===== src/rtl/sobel_frame_ctrl_pkg.sv =====
// Shared types for the Sobel frame sequencer.
// State encoding and the per-cycle strobe bundle.
package sobel_frame_ctrl_pkg;

  typedef enum logic [2:0] {
    S_IDLE  = 3'd0,
    S_PRIME = 3'd1,
    S_RUN   = 3'd2,
    S_FLUSH = 3'd3,
    S_DONE  = 3'd4
  } state_e;

  typedef struct packed {
    logic shift;
    logic rd;
    logic wr;
    logic pad;
  } strobe_t;

  localparam strobe_t STROBE_IDLE = '{
    shift: 1'b0,
    rd:    1'b0,
    wr:    1'b0,
    pad:   1'b0
  };

endpackage


===== src/rtl/sobel_frame_ctrl_pos.sv =====
// Output pixel position counter for the Sobel sequencer.
// Column/row with wrap, plus frame-edge and last-pixel flags.
module sobel_frame_ctrl_pos #(
  parameter int WIDTH  = 720,
  parameter int HEIGHT = 540,
  parameter int CNT_W  = 20
) (
  input  logic clk_i,
  input  logic rst_i,
  input  logic clr_i,
  input  logic en_i,
  output logic border_o,
  output logic last_o
);

  localparam logic [CNT_W-1:0] COL_END = CNT_W'(WIDTH - 1);
  localparam logic [CNT_W-1:0] ROW_END = CNT_W'(HEIGHT - 1);

  logic [CNT_W-1:0] col_q, col_d;
  logic [CNT_W-1:0] row_q, row_d;
  logic             col_wrap;

  assign col_wrap = (col_q == COL_END);

  // Next position: column wraps, then row advances.
  always_comb begin
    col_d = col_q;
    row_d = row_q;
    if (en_i) begin
      if (col_wrap) begin
        col_d = '0;
        row_d = (row_q == ROW_END) ? '0 : row_q + CNT_W'(1);
      end else begin
        col_d = col_q + CNT_W'(1);
      end
    end
  end

  // Position registers, cleared at frame start.
  always_ff @(posedge clk_i) begin
    if (rst_i || clr_i) begin
      col_q <= '0;
      row_q <= '0;
    end else begin
      col_q <= col_d;
      row_q <= row_d;
    end
  end

  assign border_o = (col_q == '0) | col_wrap
                  | (row_q == '0) | (row_q == ROW_END);

  assign last_o = col_wrap & (row_q == ROW_END);

endmodule


===== src/rtl/sobel_frame_ctrl.sv =====
// Frame sequencer for the 3x3 Sobel stage.
// Primes the window, streams, pads the tail, flags borders.
module sobel_frame_ctrl
  import sobel_frame_ctrl_pkg::*;
#(
  parameter int WIDTH  = 720,
  parameter int HEIGHT = 540,
  parameter int CNT_W  = 20
) (
  input  logic clock,
  input  logic reset,
  input  logic start,
  input  logic fifo_in_empty,
  output logic fifo_in_rd_en,
  input  logic fifo_out_full,
  output logic fifo_out_wr_en,
  output logic win_shift_en,
  output logic win_pad,
  output logic out_border,
  output logic busy,
  output logic frame_done
);

  localparam int N         = WIDTH * HEIGHT;
  localparam int PRIME_LEN = WIDTH + 2;
  localparam int FLUSH_LEN = WIDTH + 2;

  localparam logic [CNT_W-1:0] PRIME_END =
    CNT_W'(PRIME_LEN - 1);
  localparam logic [CNT_W-1:0] READ_END =
    CNT_W'(N - 1);
  localparam logic [CNT_W-1:0] SHIFT_END =
    CNT_W'(N + FLUSH_LEN - 1);

  state_e           state_q;
  logic [CNT_W-1:0] shift_cnt_q;
  logic [CNT_W-1:0] shift_cnt_d;
  strobe_t          stb;
  logic             pos_clr;
  logic             pos_border;
  logic             pos_last;
  logic             flush_end;

  assign shift_cnt_d = shift_cnt_q + CNT_W'(1);

  // The last pad shift must also be the last output pixel.
  assign flush_end = (shift_cnt_q == SHIFT_END) & pos_last;

  // Strobe decode: a stall leaves every strobe low.
  always_comb begin
    stb = STROBE_IDLE;
    unique case (state_q)
      S_PRIME: begin
        stb.shift = ~fifo_in_empty;
        stb.rd    = stb.shift;
      end
      S_RUN: begin
        stb.shift = ~fifo_in_empty & ~fifo_out_full;
        stb.rd    = stb.shift;
        stb.wr    = stb.shift;
      end
      S_FLUSH: begin
        stb.shift = ~fifo_out_full;
        stb.wr    = stb.shift;
        stb.pad   = stb.shift;
      end
      default: stb = STROBE_IDLE;
    endcase
  end

  // Frame FSM and shift counter.
  always_ff @(posedge clock) begin
    if (reset) begin
      state_q     <= S_IDLE;
      shift_cnt_q <= '0;
    end else begin
      unique case (state_q)
        S_IDLE: begin
          if (start) begin
            state_q     <= S_PRIME;
            shift_cnt_q <= '0;
          end
        end
        S_PRIME: begin
          if (stb.shift) begin
            shift_cnt_q <= shift_cnt_d;
            if (shift_cnt_q == PRIME_END)
              state_q <= S_RUN;
          end
        end
        S_RUN: begin
          if (stb.shift) begin
            shift_cnt_q <= shift_cnt_d;
            if (shift_cnt_q == READ_END)
              state_q <= S_FLUSH;
          end
        end
        S_FLUSH: begin
          if (stb.shift) begin
            shift_cnt_q <= shift_cnt_d;
            if (flush_end)
              state_q <= S_DONE;
          end
        end
        S_DONE: begin
          state_q <= S_IDLE;
        end
        default: begin
          state_q <= S_IDLE;
        end
      endcase
    end
  end

  assign pos_clr = (state_q == S_IDLE) & start;

  sobel_frame_ctrl_pos #(
    .WIDTH  (WIDTH),
    .HEIGHT (HEIGHT),
    .CNT_W  (CNT_W)
  ) u_pos (
    .clk_i    (clock),
    .rst_i    (reset),
    .clr_i    (pos_clr),
    .en_i     (stb.wr),
    .border_o (pos_border),
    .last_o   (pos_last)
  );

  assign fifo_in_rd_en  = stb.rd;
  assign fifo_out_wr_en = stb.wr;
  assign win_shift_en   = stb.shift;
  assign win_pad        = stb.pad;
  assign out_border     = stb.wr & pos_border;
  assign busy           = (state_q != S_IDLE);
  assign frame_done     = (state_q == S_DONE);

endmodule


===== config.mk =====
export PLATFORM = sky130hd
export DESIGN_NAME = sobel_frame_ctrl
export DESIGN_NICKNAME = d
export VERILOG_FILES = /design/src/rtl/sobel_frame_ctrl_pkg.sv /design/src/rtl/sobel_frame_ctrl_pos.sv /design/src/rtl/sobel_frame_ctrl.sv
export SDC_FILE = /design/constraint.sdc
export NUM_CORES = 1
export LEC_CHECK = 0
export BUFFER_PORTS_ARGS = -buffer_cell sky130_fd_sc_hd__buf_2
export CAP_MARGIN = 20
export CORE_ASPECT_RATIO = 1.5
export CORE_MARGIN = 2
export CORE_UTILIZATION = 30
export CTS_CLUSTER_DIAMETER = 30
export CTS_CLUSTER_SIZE = 20
export DETAILED_ROUTE_END_ITERATION = 12
export GPL_ROUTABILITY_DRIVEN = 0
export PLACE_DENSITY = 0.45
export SETUP_SLACK_MARGIN = 0.5
export SLEW_MARGIN = 25
export SYNTH_ARGS = -nofsm -noshare
export SYNTH_HDL_FRONTEND = slang
export SYNTH_SLANG_ARGS = --single-unit

===== constraint.sdc =====
create_clock -name clock -period 4.4 [get_ports clock]
set_clock_uncertainty 0.15 [all_clocks]
set_input_delay 0.22 -clock clock [delete_from_list [all_inputs] [get_ports clock]]
set_output_delay 0.22 -clock clock [all_outputs]
set_load 0.01 [all_outputs]

## Word level (Yosys, flattened, before mapping)

Cells that the tools add are included.

| cells by class | value |
|---|---|
| bitwise operators | 10 |
| mux-type cells | 17 |
| add/sub/neg operators | 3 |
| reduce and logical (&&, ||, !) cells | 10 |
| eq/ne operators | 17 |

Operators with widths:

| kind | count |
|---|---|
| two-way mux 20 bit | 4 |
| adder 20 x 1 -> 20 bit (second input constant) | 3 |
| == test 20 x 10 -> 1 bit (second input constant) | 3 |
| == test 20 x 19 -> 1 bit (second input constant) | 2 |
| logical NOT 20 bit | 2 |
| one-hot mux 20 bit (2 select lines) | 1 |
| two-way mux 3 bit | 7 |
| inequality test 2 bit (second input constant) | 7 |
| one-hot mux 3 bit (4 select lines) | 1 |
| AND reduction 7 bit | 1 |
| == test 3 x 2 -> 1 bit (second input constant) | 2 |
| AND 1 bit | 5 |
| one-hot mux 1 bit (2 select lines) | 2 |
| == test 3 x 1 -> 1 bit (second input constant) | 1 |
| == test 3 bit (second input constant) | 1 |
| logical NOT 3 bit | 1 |
| OR 1 bit | 3 |
| one-hot mux 1 bit (3 select lines) | 1 |
| AND reduction 3 bit | 1 |
| nonzero test 3 bit | 1 |
| OR reduction 3 bit | 1 |
| inequality test 2 x 1 -> 1 bit (second input constant) | 1 |
| inverter 1 bit | 2 |
| AND reduction 2 bit | 1 |
| other kinds (3) | 3 |

| storage, ports and cells | value |
|---|---|
| logic and storage cells | 61 |
| output and inout port bits | 7 |
| register bits after elaboration | 63 |
| bits of input ports | 5 |

## Longest topological paths before layout

Gate-level depths: netlist of the first run.

| logic depth | value |
|---|---|
| depth after elaboration | 6 |
| gate-level depth with buffers | 8 |
| mapped depth without buffers | 7 |

## Hierarchy

Synthesis of the first run repeated with hierarchy kept, for this count alone.

| unflattened totals | value |
|---|---|
| cells, all modules | 409 |
| area, all modules | 3,397.0 µm² |

Modules (own cells, without submodules):

| module | area each (µm²) | times used | cells an instance |
|---|---|---|---|
| sobel_frame_ctrl_pos | 1,985.7 | 1 | 233 |
| sobel_frame_ctrl | 1,411.4 | 1 | 176 |

## Least setup slack after synthesis of the first run

OpenSTA, ideal clock, no wires.

| timing | value |
|---|---|
| path kind | reg2reg |
| start | reg shift_cnt_q[0] |
| end | reg state_q[1] |
| path slack | 2.340 ns |
| cell stages (with the launch flop) | 7 |
| data required time | 4.119 ns |
| arrival time | 1.779 ns |
| library setup time | 0.131 ns |
| path through | dfxtp_1 ha_1 or4bb_1 nor4_1 a41oi_1 o211ai_1 o41ai_1 |

| on the way | value |
|---|---|
| longest elaborated chain between the ends | 4 |
| elaborated cells between the ends (all ways) | 8 |

Ends and longest elaborated chain:

| element | line | text |
|---|---|---|
| from (decl) | sobel_frame_ctrl.sv:36 | `logic [CNT_W-1:0] shift_cnt_q;` |
| from (signal assigned) | sobel_frame_ctrl.sv:86 | `shift_cnt_q <= shift_cnt_d;` |
| from (signal assigned) | sobel_frame_ctrl.sv:93 | `shift_cnt_q <= shift_cnt_d;` |
| from (signal assigned) | sobel_frame_ctrl.sv:100 | `shift_cnt_q <= shift_cnt_d;` |
| == test 20 x 19 -> 1 bit | sobel_frame_ctrl.sv:47 | `assign flush_end = (shift_cnt_q == SHIFT_END) & pos_last;` |
| AND 1 bit | sobel_frame_ctrl.sv:47 |  |
| inequality test 2 bit (no line) | -- |  |
| AND reduction 7 bit (no line) (*) | -- |  |
| to (signal assigned) | sobel_frame_ctrl.sv:74 | `state_q <= S_IDLE;` |
| to (signal assigned) | sobel_frame_ctrl.sv:80 | `state_q <= S_PRIME;` |
| to (signal assigned) | sobel_frame_ctrl.sv:88 | `state_q <= S_RUN;` |
| to (decl) | sobel_frame_ctrl.sv:35 | `state_e state_q;` |

Every way passes the cells marked *; elsewhere a longest branch is shown, timed or not.
A chain may end at the register's enable or synchronous reset.

## Worst setup path in the final report of the first run

| timing | value |
|---|---|
| start | reg state_q[2] |
| end | reg u_pos.row_q[2] |

| on the way | value |
|---|---|
| longest elaborated chain between the ends | 3 |
| elaborated cells between the ends (all ways) | 7 |

Ends and longest elaborated chain:

| element | line | text |
|---|---|---|
| == test 3 x 2 -> 1 bit or logical NOT 3 bit (tied branches) | sobel_frame_ctrl.sv:52, sobel_frame_ctrl.sv:115 |  |
| one-hot mux 1 bit (2 select lines) or AND 1 bit (tied branches) | sobel_frame_ctrl.sv:52, sobel_frame_ctrl.sv:115 |  |
| AND reduction 2 bit (no line) or logical OR 1 bit (tied branches) | -- |  |
| to (signal assigned) | sobel_frame_ctrl_pos.sv:46 | `row_q <= row_d;` |
| to (decl) | sobel_frame_ctrl_pos.sv:20 | `logic [CNT_W-1:0] row_q, row_d;` |

Parallel ways exist; a longest one is shown, timed or not.

==> results summary, run 1 <==
The most used cell along the critical path is sky130_fd_sc_hd__nand3_2. Synthesis produced a netlist with a net count of 446. The cell at the root of the clock tree is sky130_fd_sc_hd__clkbuf_16. For this run, the number of Yosys warnings is 0. TritonCTS built the clock tree. The wire length of the first global-routing pass is 14800 µm.

The number of max-capacitance violations reported came out at 0. The fraction of the mapped netlist area in compound gates is 12.9%. The synthesized flop and latch total is 63.

For this design, the slowest cell found on the critical path is sky130_fd_sc_hd__o21ai_2. The dominant cell by count in the synthesized netlist is sky130_fd_sc_hd__dfxtp_1. The flow ran to the end, and the final reports show no timing, DRC or antenna violations. The sequential cell area fraction in the yosys report is 36.1%. The die covers 12500 µm².

The clock period minus worst slack came out at 2.85 ns. The aggregate global routing overflow is 0. The worst setup path is launched from a flop. The synthesized netlist devotes 8.78% of its cell area to XOR and XNOR gates. The count of input and output buffers is 11. The clock transition at the registers of the reported paths is 0.05 ns. After detailed routing, the total wire length is 9110 µm. The initial core utilization came out at 30.6%. For this design the static power due to leakage is 0.00119 µW.

Counting every sink on the clock net gives 63. The final count of pins violating max slew is 0. The global-route met3 utilization came out at 3.55%.

The number of antenna violations at the first check in global routing came out at 0. By area the synthesized netlist is led by sky130_fd_sc_hd__dfxtp_1 (36%), sky130_fd_sc_hd__xnor2_1 (6.8%), sky130_fd_sc_hd__nor2_1 (5.2%). The total of endpoints with negative setup slack in the final report is 0.

The headroom to the max-slew limit came out at 48.4%. The global routing met1 resource utilization came out at 16.4%. Setup repair after global routing left no endpoint under its margin. By startpoint and endpoint, the worst setup path is classified as flop to flop. Together, buffers and inverters on the worst path number 1.

The peak-usage layer in the global routing report is met2. The core area came out at 11400 µm². The total count of hold-check failures in the final report is 0.

The combinational family with the most area after synthesis is simple AND/OR/NAND/NOR gates. The width of the die came out at 92.1 µm. For this run, the leading register cell type out of synthesis is sky130_fd_sc_hd__dfxtp_1.

The final-layout setup total negative slack is 0 ns. The count of nets left with antenna violations after detail routing came out at 0. The routed layout has 3140 vias. The area fraction of the dominant cell type after synthesis is 36.1%.

The slew at the pin with the worst max-slew slack came out at 0.772 ns. The via count of the first global-routing pass came out at 2964. The met2 global-route usage came out at 28.0%. Synthesis instantiated 50 different standard cells from the library. The area overhead of the layout relative to synthesis is 12.8%. The worst hold margin came out at 0.239 ns. The site row count is 48.

The period utilization is 64.8%. TritonCTS created 9 clock buffers. The post-synthesis cell count is 435. CTS built an H-tree with a depth of 3.

The upper clock frequency limit is 351 MHz. The average vias per placed instance is 5.29. The multiplexer fraction of the synthesized cell area came out at 0.574%. Along the worst path, the maximum fanout reaches 22. The worst setup path is captured at a flop.

Summed over all instances, the cell type with the most area after synthesis is sky130_fd_sc_hd__dfxtp_1. In the final routed layout, each cell accounts on average for 15.3 µm. The adder-cell share of the synthesized area came out at 2.15%. The net count reported at finish is 451.

Detailed placement finished with a half-perimeter wire length of 6560 µm. The worst min-delay path class is primary input to flop. Sorting the synthesized cells by how often they occur yields sky130_fd_sc_hd__dfxtp_1 (63), sky130_fd_sc_hd__nor2_1 (48), sky130_fd_sc_hd__nand2_1 (31).

The critical path goes through and2b_1, nand3_2, inv_2, nand3_2, o21ai_2, nor3_1. The global-route usage over all layers came out at 15.3%. The post-synthesis instance area is 3490 µm².

The detailed router's first-iteration violation count is 148. The simple-gate area share of the yosys netlist came out at 35.3%. The clock insertion delay at the later pin of the skew report came out at 0.33 ns. The pin count of the biggest net entering global routing came out at 23.

The fraction of final layout cells with drive strength greater than 1 is 6.53%. The number of cells upsized or downsized after cts came out at 0. The power density over the cells came out at 330 nW/µm².

The worst path arrival time is 2.88 ns. The dominant delay contributor by cell family on the critical path is simple AND/OR/NAND/NOR gates. IR analysis of the VDD net gives a maximum drop of 177 µV. The total inserted antenna cells came out at 0.

The number of top-level pins is 12. The vertical die dimension came out at 136 µm. Counting along the longest clock path gives a buffer depth of 2. The delay of the slowest cell on the worst path is 0.72 ns. The data required time of the worst path is 4.43 ns. The number of detailed-routing iterations run before antenna repair came out at 6. The number of synthesized flops with an enable pin came out at 0. In the synthesized netlist the async set-or-reset flop fraction comes to 0%. The synthesized area divided by synthesized cell count is 8.02 µm². In the routed design, unresolved DRC markers number 0.
-- placed cells by master (no fill, tap or decap), types with 11 or more instances in the layout --
cell	Yosys	final
sky130_fd_sc_hd__dfxtp_1	63	63
sky130_fd_sc_hd__nor2_1	48	48
sky130_fd_sc_hd__nand2_1	31	31
sky130_fd_sc_hd__nand3_1	30	30
sky130_fd_sc_hd__xnor2_1	27	27
sky130_fd_sc_hd__a21oi_1	26	26
sky130_fd_sc_hd__nor3_1	20	20
sky130_fd_sc_hd__nand4_1	19	19
sky130_fd_sc_hd__inv_1	15	15
sky130_fd_sc_hd__nor4_1	15	15
sky130_fd_sc_hd__or3_1	12	12
sky130_fd_sc_hd__o21ai_0	11	11
sky130_fd_sc_hd__buf_2	4	11
-- routing by layer --
layer / share of wire (%) / up-vias
met5: 0 / -
met4: 2.6 / 0
met3: 2.8 / 17
met2: 53 / 58
met1: 42 / 1458
li1: - / 1607
-- worst paths after layout --
path	startpoint	end	slack, ns	depth (start not counted)
max	state_q[2]	u_pos.row_q[2]	1.55	6
min reg2reg	u_pos.row_q[1]	u_pos.row_q[1]	0.34	2
min	fifo_out_full	state_q[2]	0.24	4
max reg2reg	state_q[2]	u_pos.row_q[2]	1.55	6
-- cells by family after synthesis --
group,after synthesis
compound gates,69
xor+xnor,35
fa+ha+maj,6
buf+inv,34
flops,63
mux,2
simple gates,226
-- registers in the layout, summed over array words and instances, names as in the netlist --
name,flops
shift_cnt_q,20
u_pos.row_q,20
u_pos.col_q,20
state_q,3
-- per-stage QoR --
stage	worst slack (ns)	area [µm²]	util, %	power (µW)	std cells
after floorplan	2.34	3490	-	629	435
after global placement	1.61	3650	32.0	646	578
after detailed placement	1.51	3650	32.0	646	578
after CTS	1.49	3940	34.5	1330	594
after global routing	1.25	3940	34.5	1360	594
final	1.55	3940	34.5	1300	594
-- worst min-delay path, delay by kind of cell --
kind | cells | cell delay (ns)
AOI/OAI and AO/OA | 2 | 0.24
and+or+nand+nor | 1 | 0.09
buffers and inverters | 1 | 0.11
-- layout make-up --
type	count	area [µm²]
Fill cell	1248	7470
Clock buffer	15	278
Tap cell	150	188
Timing Repair Buffer	12	65.1
Sequential cell	63	1260
Multi-Input combinational cell	338	2080
Inverter	16	60.1
-- report_power, final --
part | internal, µW | switching [µW] | leakage, µW | total [µW]
Combinational | 16.0 | 38.6 | 0.000548 | 54.6
Clock | 425 | 242 | 0.000136 | 666
Sequential | 573 | 6.14 | 0.000508 | 580
-- repair_timing --
action / CTS / global route
buffers inserted: 0 / 0
hold buffers: 1 / 0
endpoints found under the hold margin: 2 / 0
No activity file was read; power rests on OpenSTA's default activity.
==> inputs of run 2 (changes only) <==
PLACE_DENSITY = 0.47   (was 0.45)
clock period = 2.6 ns   (was 4.4 ns; I/O delays follow)
==> run 2 against run 1 <==
Worst hold slack got worse by 0.089 ns. Via count increased by 3.8%. Sequential share of layout area decreased by 2.8 points. Wire length increased by 4.7%. Cell area increased by 10%. First-iteration DRC count decreased by 28%. Setup slack got worse by 1.0 ns. Flip-flop and latch count unchanged. Global-route usage increased by 0.81 points. Final cell count increased by 4.2%. Fmax increased by 38%. Die area unchanged. Critical path type unchanged. Critical endpoint is now u_pos.row_q[14]. Largest power group unchanged.
==> results summary, run 2 (synthesized netlist as in run 1, its figures left out) <==
For the worst setup path, the data required time is 2.72 ns. The critical path is of the flop to flop type. In this run the most critical hold path is launched from fifo_out_full. The routed wire length per instance is 15.4 µm. Global routing used 16.1% of the available tracks across all layers. The sum of routed wire length over all layers came out at 9530 µm. The internal power is 1900 µW. The met2 global-route usage is 31.1%. The final count of pins violating max slew is 0.

Grouping stages by cell kind, the critical path spends the most delay in simple AND/OR/NAND/NOR gates. The terminating pin of the worst hold path is state_q[2]. Setup violations remaining at the end of the flow were counted as 0. Dividing the final minimum period by the clock period gives 79.4%. The worst path arrival time came out at 2.18 ns. In the final design database the tool counted 475 nets. In the final layout, the registers with the most flip-flops are shift_cnt_q (20), u_pos.col_q (20), u_pos.row_q (20). The fraction of final layout cells with drive strength greater than 1 is 17.9%. Pin placement for this block handled 12 I/O pins. In this run the worst hold path is classified as primary input to flop.

Setup slack on the worst reg-to-reg path comes out at 0.53 ns. The static leakage is 0.00134 µW. TritonCTS built the clock tree. The post-layout total power is 2430 µW. The core area is 11400 µm².

Before CTS, the worst setup slack after placement is 0.252 ns. The site row count came out at 48. The slew at the pin with the worst max-slew slack is 0.615 ns. The final-layout setup total negative slack is 0 ns. The share of total power in sequential cells came out at 40.0%. Counting both buffers and inverters, the worst setup path holds a total of 0.

The detailed router's first-iteration violation count came out at 106. The worst hold path depth is 4. The number of detailed-routing iterations run before antenna repair is 6.

The tree built by TritonCTS fans out to 63 sinks. The detail route stage leaves a number of antenna-violating nets equal to 0. After clock tree synthesis, the clock-pin slew on the worst setup and hold paths is 0.06 ns. The count of input and output buffers came out at 11.

Net switching is 21.7% of the power. The highest-delay cell along the critical path is sky130_fd_sc_hd__or4_1. The aggregate global routing overflow came out at 0. The global routing met1 resource utilization is 16.2%. Power spread over the standard cell area amounts to 560 nW/µm². The initial core utilization is 30.6%. The vertical die dimension came out at 136 µm.

The number of levels the H-tree was split into came out at 3. The via count of the first global-routing pass came out at 3215. The signal on the critical path passes through nor4_2, and4_4, nand3_4, or4_1, a21oi_2. The worst hold margin is 0.150 ns. The sort of element at the start of the critical path is a flop. The worst-case setup margin in the final layout is 0.535 ns. The run finished with clean final reports. The total die area came out at 12500 µm². The cell at the root of the clock tree is sky130_fd_sc_hd__clkbuf_16. Once layout is complete, the utilization of the core stands at 38.1%. The number of max-capacitance violations reported is 0. The worst-case IR drop observed on VDD is 315 µV. The library cells used most frequently in the layout, excluding fill and tap cells, are sky130_fd_sc_hd__dfxtp_1 (55), sky130_fd_sc_hd__nor2_1 (47), sky130_fd_sc_hd__nand2_1 (31). Detailed routing inserted a total of 3260 vias.

The total CTS buffers came out at 9. In this run the tightest slew margin relative to its limit is 57.9%. The clock period minus worst slack came out at 2.07 ns. The width of the die is 92.1 µm. Based on the critical path, the design can be clocked at up to 484 MHz. The path depth of the worst reg2reg path came out at 5. The endpoint of the worst-slack reg-to-reg timing path is u_pos.row_q[14]. The area overhead of the layout relative to synthesis is 24.5%.

The global-route met3 utilization came out at 3.60%. The clock insertion delay at the later pin of the skew report came out at 0.34 ns. For this run, design rule violations remaining after detail routing come to 0.

Of the total power, the clock network draws 54.9%. The number of antenna violations at the first check in global routing came out at 0. The maximum clock insertion buffer count came out at 2. Leaving out fill and tap cells, the most frequent cell in the layout is sky130_fd_sc_hd__dfxtp_1.

The maximum fanout along the worst path is 6. The combinational share of power came out at 5.1%. The total inserted antenna cells is 0. The startpoint of the worst register-to-register path is u_pos.col_q[4].

The worst setup path is captured at a flop. The peak-usage layer in the global routing report is met2. Dividing the detail-routed via count by the number of cells gives 5.27. The first global-routing pass estimated 15800 µm of wire. The pin count of the biggest net entering global routing came out at 22. The total count of hold-check failures in the final report came out at 0. The wire-length estimate of the detail-placed layout is 6670 µm. Setup repair after global routing could not meet its margin everywhere.

The switching power came out at 528 µW. The delay of the slowest cell on the worst path came out at 0.54 ns.
run 2: cell types whose count changed in the layout (fill, tap and decap cells not counted), sizes merged:
cell and delta:
buf +22, clkbuf -4, bufinv +2, clkinv +1
clkinvlp +2, nand3 +2
run 2: power groups by stage:
stage	clock, µW	combinational, µW	sequential [µW]
floorplan	0	70.6	994
global placement	0	111	992
detailed placement	0	110	992
CTS	1370	118	971
global route	1420	138	971
finish	1340	124	972
run 2: timing repair:
action                     4_1_cts  5_1_grt
hold buffers                     1        0
pin swaps                        9       10
gates cloned                     1        1
hold endpoints to repair         3        0
resized for setup               20       22
setup endpoints to repair       50       23
setup buffers                    2        8
run 2: worst register-to-register path, cell delays in order, from the launching register on:
cell and delay (ns):
sky130_fd_sc_hd__dfxtp_1 0.34, sky130_fd_sc_hd__nor4_2 0.31, sky130_fd_sc_hd__and4_4 0.36, sky130_fd_sc_hd__nand3_4 0.14
sky130_fd_sc_hd__or4_1 0.54, sky130_fd_sc_hd__a21oi_2 0.15
run 2: area by class of cell:
type	count	area [µm²]
fill	1212	7070
multi-input combinational	340	2260
sequential	63	1270
clock buffer	11	253
timing repair buffer	34	234
tap	150	188
clock inverter	5	80.1
inverter	16	62.6
run 2: how the worst max path moves through the flow:
stage,slack [ns],cells past startpoint,startpoint,to
2_1_floorplan,0.54,6,shift_cnt_q[0],state_q[1]
3_3_place_gp,0.29,5,u_pos.col_q[16],u_pos.row_q[17]
3_5_place_dp,0.25,5,u_pos.col_q[16],u_pos.row_q[14]
4_1_cts,0.50,6,state_q[0],shift_cnt_q[17]
5_1_grt,0.45,7,shift_cnt_q[1],state_q[1]
6_report,0.53,5,u_pos.col_q[4],u_pos.row_q[14]
run 2: per-layer routing:
layer,up-vias,part of all wire (%)
met5,-,0
met4,0,2.2
met3,17,2.6
met2,45,55
met1,1537,40
li1,1661,-
run 2: through the flow:
step / area, µm² / std cells
after floorplan: 3490 / 435
after global placement: 3740 / 590
after detailed placement: 3740 / 590
after CTS: 4200 / 610
after global routing: 4340 / 619
final: 4340 / 619
